### src/rtl/ctrace_streamer.sv
// rtl/ctrace_streamer.sv - camera-trace transmit end: pixel FIFO, coordinate tagging, valid/commit beats, xof
// Pixels are buffered, then shown as a look-ahead valid beat followed by a commit beat.
module ctrace_streamer #(
   parameter int FP_SIZE      = 32,
   parameter int CAM_ROW_SIZE = 12,
   parameter int CAM_COL_SIZE = 12,
   parameter int N_ROW        = 8,
   parameter int N_COL        = 8,
   parameter int FIFO_DEPTH   = 4
) (
   input  logic                    CLK,
   input  logic                    RESET,
   input  logic                    pix_valid,
   output logic                    pix_ready,
   input  logic                    pix_sof,
   input  logic [FP_SIZE-1:0]      pix_grn,
   input  logic [FP_SIZE-1:0]      pix_red,
   input  logic                    bank_busy,
   output logic                    ctrace_valid,
   output logic                    ctrace_commit,
   output logic [CAM_ROW_SIZE-1:0] ctrace_row,
   output logic [CAM_COL_SIZE-1:0] ctrace_col,
   output logic [FP_SIZE-1:0]      grn_ctrace,
   output logic [FP_SIZE-1:0]      red_ctrace,
   output logic                    xof,
   output logic                    frame_err
);
   localparam int AW = $clog2(FIFO_DEPTH);
   localparam int EW = 2 * FP_SIZE + 1;
   localparam logic [AW:0]             DEPTH    = (AW + 1)'(FIFO_DEPTH);
   localparam logic [CAM_ROW_SIZE-1:0] LAST_ROW = CAM_ROW_SIZE'(N_ROW - 1);
   localparam logic [CAM_COL_SIZE-1:0] LAST_COL = CAM_COL_SIZE'(N_COL - 1);
   localparam logic [1:0] S_IDLE    = 2'd0;
   localparam logic [1:0] S_PRESENT = 2'd1;
   localparam logic [1:0] S_COMMIT  = 2'd2;
   localparam logic [1:0] S_EOF     = 2'd3;

   logic [EW-1:0]           mem_q [FIFO_DEPTH];
   logic [AW-1:0]           wr_ptr_q, wr_ptr_d, rd_ptr_q, rd_ptr_d;
   logic [AW:0]             count_q, count_d;
   logic                    pix_ready_q, pix_ready_d;
   logic [1:0]              state_q, state_d;
   logic [CAM_ROW_SIZE-1:0] row_q, row_d, crow_q, crow_d;
   logic [CAM_COL_SIZE-1:0] col_q, col_d, ccol_q, ccol_d;
   logic [FP_SIZE-1:0]      grn_q, grn_d, red_q, red_d;
   logic                    valid_q, valid_d, commit_q, commit_d, xof_q, xof_d, err_q, err_d;

   logic                    push, pop, go_present, last_pix, sof_bad;
   logic [EW-1:0]           head;
   logic [CAM_ROW_SIZE-1:0] nxt_row, cur_row;
   logic [CAM_COL_SIZE-1:0] nxt_col, cur_col;

   always_comb begin
      push        = pix_valid & pix_ready_q;
      pop         = (state_q == S_PRESENT);
      wr_ptr_d    = wr_ptr_q + AW'(push);
      rd_ptr_d    = rd_ptr_q + AW'(pop);
      count_d     = count_q + (AW + 1)'(push) - (AW + 1)'(pop);
      pix_ready_d = (count_d != DEPTH);
   end

   always_ff @(posedge CLK) begin
      if (push) mem_q[wr_ptr_q] <= {pix_sof, pix_grn, pix_red};
   end

   // Coordinates of the pixel after the one on the outputs; in COMMIT the next
   // presentation must use these before row_q/col_q have been updated.
   always_comb begin
      head     = mem_q[rd_ptr_q];
      last_pix = (crow_q == LAST_ROW) && (ccol_q == LAST_COL);
      nxt_col  = (ccol_q == LAST_COL) ? '0 : ccol_q + CAM_COL_SIZE'(1);
      nxt_row  = (ccol_q != LAST_COL) ? crow_q :
                 (crow_q == LAST_ROW) ? '0 : crow_q + CAM_ROW_SIZE'(1);
      cur_row  = (state_q == S_COMMIT) ? nxt_row : row_q;
      cur_col  = (state_q == S_COMMIT) ? nxt_col : col_q;
      sof_bad  = head[EW-1] && ((cur_row != '0) || (cur_col != '0));
   end

   always_comb begin
      state_d    = state_q;
      row_d      = row_q;
      col_d      = col_q;
      crow_d     = crow_q;
      ccol_d     = ccol_q;
      grn_d      = grn_q;
      red_d      = red_q;
      err_d      = err_q;
      valid_d    = 1'b0;
      commit_d   = 1'b0;
      xof_d      = 1'b0;
      go_present = 1'b0;
      case (state_q)
         S_IDLE:    go_present = (count_q != '0) && !bank_busy;
         S_PRESENT: begin
            state_d  = S_COMMIT;
            commit_d = 1'b1;
         end
         S_COMMIT: begin
            row_d = nxt_row;
            col_d = nxt_col;
            if (last_pix) begin
               state_d = S_EOF;
               xof_d   = 1'b1;
            end else if ((count_q != '0) && !bank_busy) begin
               go_present = 1'b1;
            end else begin
               state_d = S_IDLE;
            end
         end
         default:   state_d = S_IDLE;
      endcase
      if (go_present) begin
         state_d = S_PRESENT;
         valid_d = 1'b1;
         grn_d   = head[EW-2 -: FP_SIZE];
         red_d   = head[FP_SIZE-1:0];
         // A stray sof restarts the frame here; the truncated frame never gets an xof.
         if (sof_bad) begin
            err_d  = 1'b1;
            crow_d = '0;
            ccol_d = '0;
         end else begin
            crow_d = cur_row;
            ccol_d = cur_col;
         end
      end
   end

   always_ff @(posedge CLK or negedge RESET) begin
      if (!RESET) begin
         wr_ptr_q    <= '0;
         rd_ptr_q    <= '0;
         count_q     <= '0;
         pix_ready_q <= 1'b0;
         state_q     <= S_IDLE;
         row_q       <= '0;
         col_q       <= '0;
         crow_q      <= '0;
         ccol_q      <= '0;
         grn_q       <= '0;
         red_q       <= '0;
         valid_q     <= 1'b0;
         commit_q    <= 1'b0;
         xof_q       <= 1'b0;
         err_q       <= 1'b0;
      end else begin
         wr_ptr_q    <= wr_ptr_d;
         rd_ptr_q    <= rd_ptr_d;
         count_q     <= count_d;
         pix_ready_q <= pix_ready_d;
         state_q     <= state_d;
         row_q       <= row_d;
         col_q       <= col_d;
         crow_q      <= crow_d;
         ccol_q      <= ccol_d;
         grn_q       <= grn_d;
         red_q       <= red_d;
         valid_q     <= valid_d;
         commit_q    <= commit_d;
         xof_q       <= xof_d;
         err_q       <= err_d;
      end
   end

   assign pix_ready     = pix_ready_q;
   assign ctrace_valid  = valid_q;
   assign ctrace_commit = commit_q;
   assign ctrace_row    = crow_q;
   assign ctrace_col    = ccol_q;
   assign grn_ctrace    = grn_q;
   assign red_ctrace    = red_q;
   assign xof           = xof_q;
   assign frame_err     = err_q;
endmodule

### config.mk
export PLATFORM = sky130hd
export DESIGN_NAME = ctrace_streamer
export DESIGN_NICKNAME = d
export VERILOG_FILES = /design/src/rtl/ctrace_streamer.sv
export SDC_FILE = /design/constraint.sdc
export NUM_CORES = 1
export LEC_CHECK = 0
export BUFFER_PORTS_ARGS = -buffer_cell sky130_fd_sc_hd__clkbuf_2
export CAP_MARGIN = 10
export CORE_MARGIN = 2
export CORE_UTILIZATION = 37
export CTS_BUF_LIST = sky130_fd_sc_hd__clkbuf_8
export DETAILED_ROUTE_END_ITERATION = 10
export PLACE_DENSITY = 0.66
export SYNTH_ARGS = -nofsm -noshare
export SYNTH_HDL_FRONTEND = slang
export SYNTH_SLANG_ARGS = --single-unit
### constraint.sdc
create_clock -name CLK -period 5.7 [get_ports CLK]
set_input_delay 1.14 -clock CLK [delete_from_list [all_inputs] [get_ports CLK]]
set_output_delay 1.14 -clock CLK [all_outputs]
set_load 0.005 [all_outputs]
# Yosys cells after proc, flatten, opt, wreduce, memory -nomap -nowiden
# Memories as Yosys holds them, arrays and structs flattened.
# Index checks and enable logic that the tools add are counted.
dict set report totals {
  register_bits 126
  latch_bits 0
  ram_bits 260
  rom_bits 0
  input_bits 69
  output_inout_bits 93
  wordCells 62
  memories 1
}
dict set report classes {
  n_addsub 6
  n_mul 0
  div 0
  order_cmp 0
  n_eq_ne 8
  shift 0
  muxes 20
  bitwise_logic 1
  n_reduce_logical 11
}
# memory words word_bits read_ports rd_clocked_by_memory_dff wr line
set mem_list {}
lappend mem_list {mem_q 4 65 1 0 1 38} ;# logic [EW-1:0] mem_q [FIFO_DEPTH];
# operator n
set ops {}
lappend ops {{$mux 12} 7}
lappend ops {{$add 12x1->12 const B} 2}
lappend ops {{$eq 12x3->1 const B} 2}
lappend ops {{$reduce_bool 12->1} 2}
lappend ops {{$ne 12x3->1 const B} 1}
lappend ops {{$mux 1} 8}
lappend ops {{$mux 2} 3}
lappend ops {{$pmux 2 s3} 1}
lappend ops {{$add 2x1->2} 2}
lappend ops {{$ne 4x4->1 const B} 1}
lappend ops {{$reduce_and 2->1} 2}
lappend ops {{$add 3x1->3} 1}
lappend ops {{$logic_and 1x1->1} 3}
lappend ops {{$ne 3x3->1 const B} 1}
lappend ops {{$reduce_bool 3->1} 1}
lappend ops {{$sub 3x1->3} 1}
lappend ops {{$eq 2x1->1 const B} 1}
lappend ops {{$eq 2x2->1 const B} 1}
lappend ops {{$logic_not 2->1} 1}
lappend ops {{$ne 2x2->1 const B} 1}
lappend ops {{$pmux 1 s2} 1}
lappend ops {{$and 1x1->1} 1}
lappend ops {{$logic_not 1->1} 1}
lappend ops {{$logic_or 1x1->1} 1}

# Logic depth before layout (Yosys ltp)
dict set report logic_depth {
  word_depth 8
  depth_mapped 11
}

# Least setup slack after synthesis
# No wires, ideal clock.
dict set report synth_timing {
  path_kind {in2reg}
  from {in pix_valid}
  to {mem mem_q[1][0] in the netlist's numbering, enable pin}
  setup_ns 0.581
  arrival_time_ns 6.033
  slack_ns -0.915
  path_stages 2
  path_buffers 0
  cell_sequence {nand2_1 -> nor3b_1}
}
dict set report synth_between {
  elab_chain_cells 3
}
# element line
set synth_rtl {}
lappend synth_rtl {{start, declared} 13} ;# input logic pix_valid,
lappend synth_rtl {{$and 1x1->1} 54} ;# push = pix_valid & pix_ready_q;
lappend synth_rtl {{$mux 1} 63} ;# if (push) mem_q[wr_ptr_q] <= {pix_sof, pix_grn, pix_red};
lappend synth_rtl {{$mux 1 (not written as such)} 63}
lappend synth_rtl {{end, declared} 38}
# Every way passes these cells.

# Worst setup path in the final report
dict set report layout_timing {
  from {reg ccol_q[1] (netlist: ctrace_col[1])}
  to {reg grn_q[18] (netlist: grn_ctrace[18])}
}
dict set report layout_between {
  elab_chain_cells 4
}
# element line
set layout_rtl {}
lappend layout_rtl {{start, declared} 44} ;# logic [CAM_COL_SIZE-1:0] col_q, col_d, ccol_q, ccol_d;
lappend layout_rtl {{start signal, assigned} 155} ;# ccol_q <= ccol_d;
lappend layout_rtl {{$eq 12x3->1} 70} ;# last_pix = (crow_q == LAST_ROW) && (ccol_q == LAST_COL);
lappend layout_rtl {{$logic_and 1x1->1} 70}
lappend layout_rtl {{$mux 1} 101} ;# if (last_pix) begin
lappend layout_rtl {{$pmux 1 s2} 92} ;# case (state_q)
lappend layout_rtl {{end signal, assigned} 156} ;# grn_q <= grn_d;
lappend layout_rtl {{end, declared} 45} ;# logic [FP_SIZE-1:0] grn_q, grn_d, red_q, red_d;
# Every way passes these cells.
# A chain may end at the register's enable or synchronous reset.

==> reports/summary.txt <==
Layout Cells excl Fill: 1,591
DP Wirelength: 18.2 mm
final antenna-violating net count: 0
Placed Area: 0.0165 mm^2
Ports: 162
Pleak: 6.73 nW
DR pass1 iterations: 4
Slew Viols, Final: 0
Clock Tree Buf Depth: 3
largest net degree at the start of global routing: 88
diode count: 0
RSZ-0062 raised after global routing: false
Area growth syn-to-layout: 18.3%
arrival time worst endpoint: 4.00 ns
Tcrit/Tclk final: 0.618
Design Area, Final: 0.0178 mm^2
post-CTS setup buffer count: 0
status: completed
gate count after technology mapping: 811
Yosys cell types: 63
DR iter-0 viols: 488
Mapped Area: 0.0150 mm^2
CTS Hold Bufs: 0
final hold vios: 0
critical path fanouts, max: 87
cell row count: 73
Final setup viols: 0
sequential-to-total area share from yosys stat: 0.729
Reg clk slew, reported paths: 0.06 ns
critical path's top delay family: simple AND/OR/NAND/NOR gates
Residual DRC: 0
initial antenna violation count: 2
Tot Pwr: 9.50 mW
slowest stage cell, crit path: or4bb_1
Tmin final: 3.52 ns
critical path endpoint category: flop
WHS: 0.486 ns
vias in the first global route: 8,483
Fmax: 284 MHz
fill count: 3,485
Synth Area per Inst: 18.5 um^2
Final GP Congestion: 0.869
TritonCTS Buffers: 67
number of synthesized flops with an enable pin: 260
CTS root buf: clkbuf_8
post_cts resized: 0
layout cells sized above 1: 0.393
starting density of the core: 0.376
vias: 8,132
Synth Net Count: 890
placed cells: 1,471
asr flop ratio synth: 0.326
crit path kind: flop to flop
total grt overflow: 0
Finished Core Util: 0.445
CP cell instances: ha_1 > or4bb_1 > nor3_2 > a21oi_1 > o21ai_4 > buf_12 > mux2_2
register bit total from synthesis: 386
startpoint types: flop
# nets final: 1,094
Synth Flop Type: edfxtp_1
WP data required: 6.17 ns
CTS tree: yes
Slew HR: 0.383
DR vias/cell: 5.11
Hold Crit Class: flop to flop
die width: 206 um
Clock Latency Late Sink: 0.60 ns
pwr dens: 535 mW/mm^2
global-route wire length before repair: 48.5 mm
Total GRT Usage: 0.153
Post-Route WL: 31.5 mm
CTS Sinks: 386
die height: 206 um
CTS H-tree lvls: 3
Wirelength per Cell: 19.8 um
slowest stage delay, CP: 0.69 ns
Max Cap Viol: 0
Port Buffers: 161
Die Area: 0.0422 mm^2
yosys warns: 0
core box area: 0.0399 mm^2
Clock Skew: 0.0374 ns
Buf+Inv Stages, Crit Path: 1
Worst-Margin Slew: 0.925 ns
largest vdd supply drop: 0.286 mV
[cell type report]
cell class | instances | area [um^2] | area share
clock buffer | 74 | 1020 | 0.0573
clock inverter | 46 | 282 | 0.0158
inverter | 20 | 75.1 | 0.00422
multi-input combinational | 366 | 3850 | 0.217
sequential | 386 | 11000 | 0.617
tap | 525 | 657 | 0.0370
timing repair buffer | 174 | 922 | 0.0519
[cell families after synthesis]
kind of cell | share of synthesized area
AO/OA/AOI/OAI | 0.0333
XOR/XNOR | 0.00641
adder cells (fa/ha/maj) | 0.00883
buffers and inverters | 0.0167
flip-flops | 0.729
multiplexers | 0.153
AND/OR/NAND/NOR | 0.0525
[flip-flops by register name, indices dropped and copies added (netlist names), 2 cells and up]
| signal | flops |
|---|---|
| grn_ctrace | 32 |
| mem_q | 260 |
| ctrace_row | 12 |
| wr_ptr_q | 2 |
| rd_ptr_q | 2 |
| ctrace_col | 12 |
| state_q | 2 |
| red_ctrace | 32 |
| count_q | 3 |
| row_q | 12 |
| col_q | 12 |
[where the power goes]
| group | leakage [nW] | internal [mW] | switching, mW |
|---|---|---|---|
| sequential | 3.89 | 3.82 | 0.531 |
| combinational | 2.10 | 1.36 | 1.36 |
| clock | 0.735 | 1.30 | 1.12 |
| total | 6.73 | 6.49 | 3.02 |
[final timing paths]
| check | slack (ns) | endpoint | cells past startpoint | start |
|---|---|---|---|---|
| max reg2reg | 2.18 | grn_ctrace[18] | 7 | ctrace_col[1] |
| min reg2reg | 0.49 | frame_err | 1 | frame_err |
| max | 2.18 | grn_ctrace[18] | 7 | ctrace_col[1] |
| min | 0.49 | frame_err | 1 | frame_err |
| max in group asynchronous | 4.11 | col_q[0] | 2 | RESET |
| min in group asynchronous | 0.50 | ctrace_row[9] | 1 | RESET |
[placed cells by master (no fill, tap or decap), types with 19 or more instances in the layout]
master,instances
mux4_2,65
inv_1,42
dfrtp_1,124
edfxtp_1,260
nor2_1,24
clkbuf_2,160
a21oi_1,19
mux2_2,67
nand2_1,25
clkbuf_8,74
[cell usage after synthesis, types with 7 or more instances]
| library cell | count | area, um^2 |
|---|---|---|
| edfxtp_1 | 260 | 7810 |
| dfrtp_1 | 126 | 3150 |
| mux2_2 | 67 | 754 |
| mux4_2 | 65 | 1460 |
| nand2_1 | 25 | 93.8 |
| nor2_1 | 24 | 90.1 |
| clkbuf_1 | 21 | 78.8 |
| inv_1 | 20 | 75.1 |
| a21oi_1 | 19 | 95.1 |
| nor3_1 | 13 | 65.1 |
| buf_2 | 11 | 55.1 |
| o21ai_0 | 11 | 55.1 |
| nand3_1 | 10 | 50.1 |
| ha_1 | 9 | 113 |
| or3_1 | 9 | 56.3 |
| mux2i_1 | 8 | 80.1 |
| nor3b_1 | 8 | 60.1 |
| o31ai_1 | 8 | 60.1 |
| nand4_1 | 7 | 43.8 |
| nor4_1 | 7 | 43.8 |
| xor2_1 | 7 | 61.3 |
[through the flow]
step | setup slack [ns] | TNS [ns]
floorplan | -0.915 | -152.58
global placement | 2.28 | 0
detailed placement | 2.14 | 0
CTS | 2.17 | 0
global route | 1.90 | 0
finish | 2.18 | 0
[routing by layer]
layer,up-vias,track usage,part of all wire
li1,3635,-,-
met1,4205,0.191,0.42
met4,4,0.0578,0.023
met5,-,0,0.00076
met2,226,0.249,0.49
met3,62,0.0486,0.073
No activity file was read; power rests on OpenSTA's default activity.
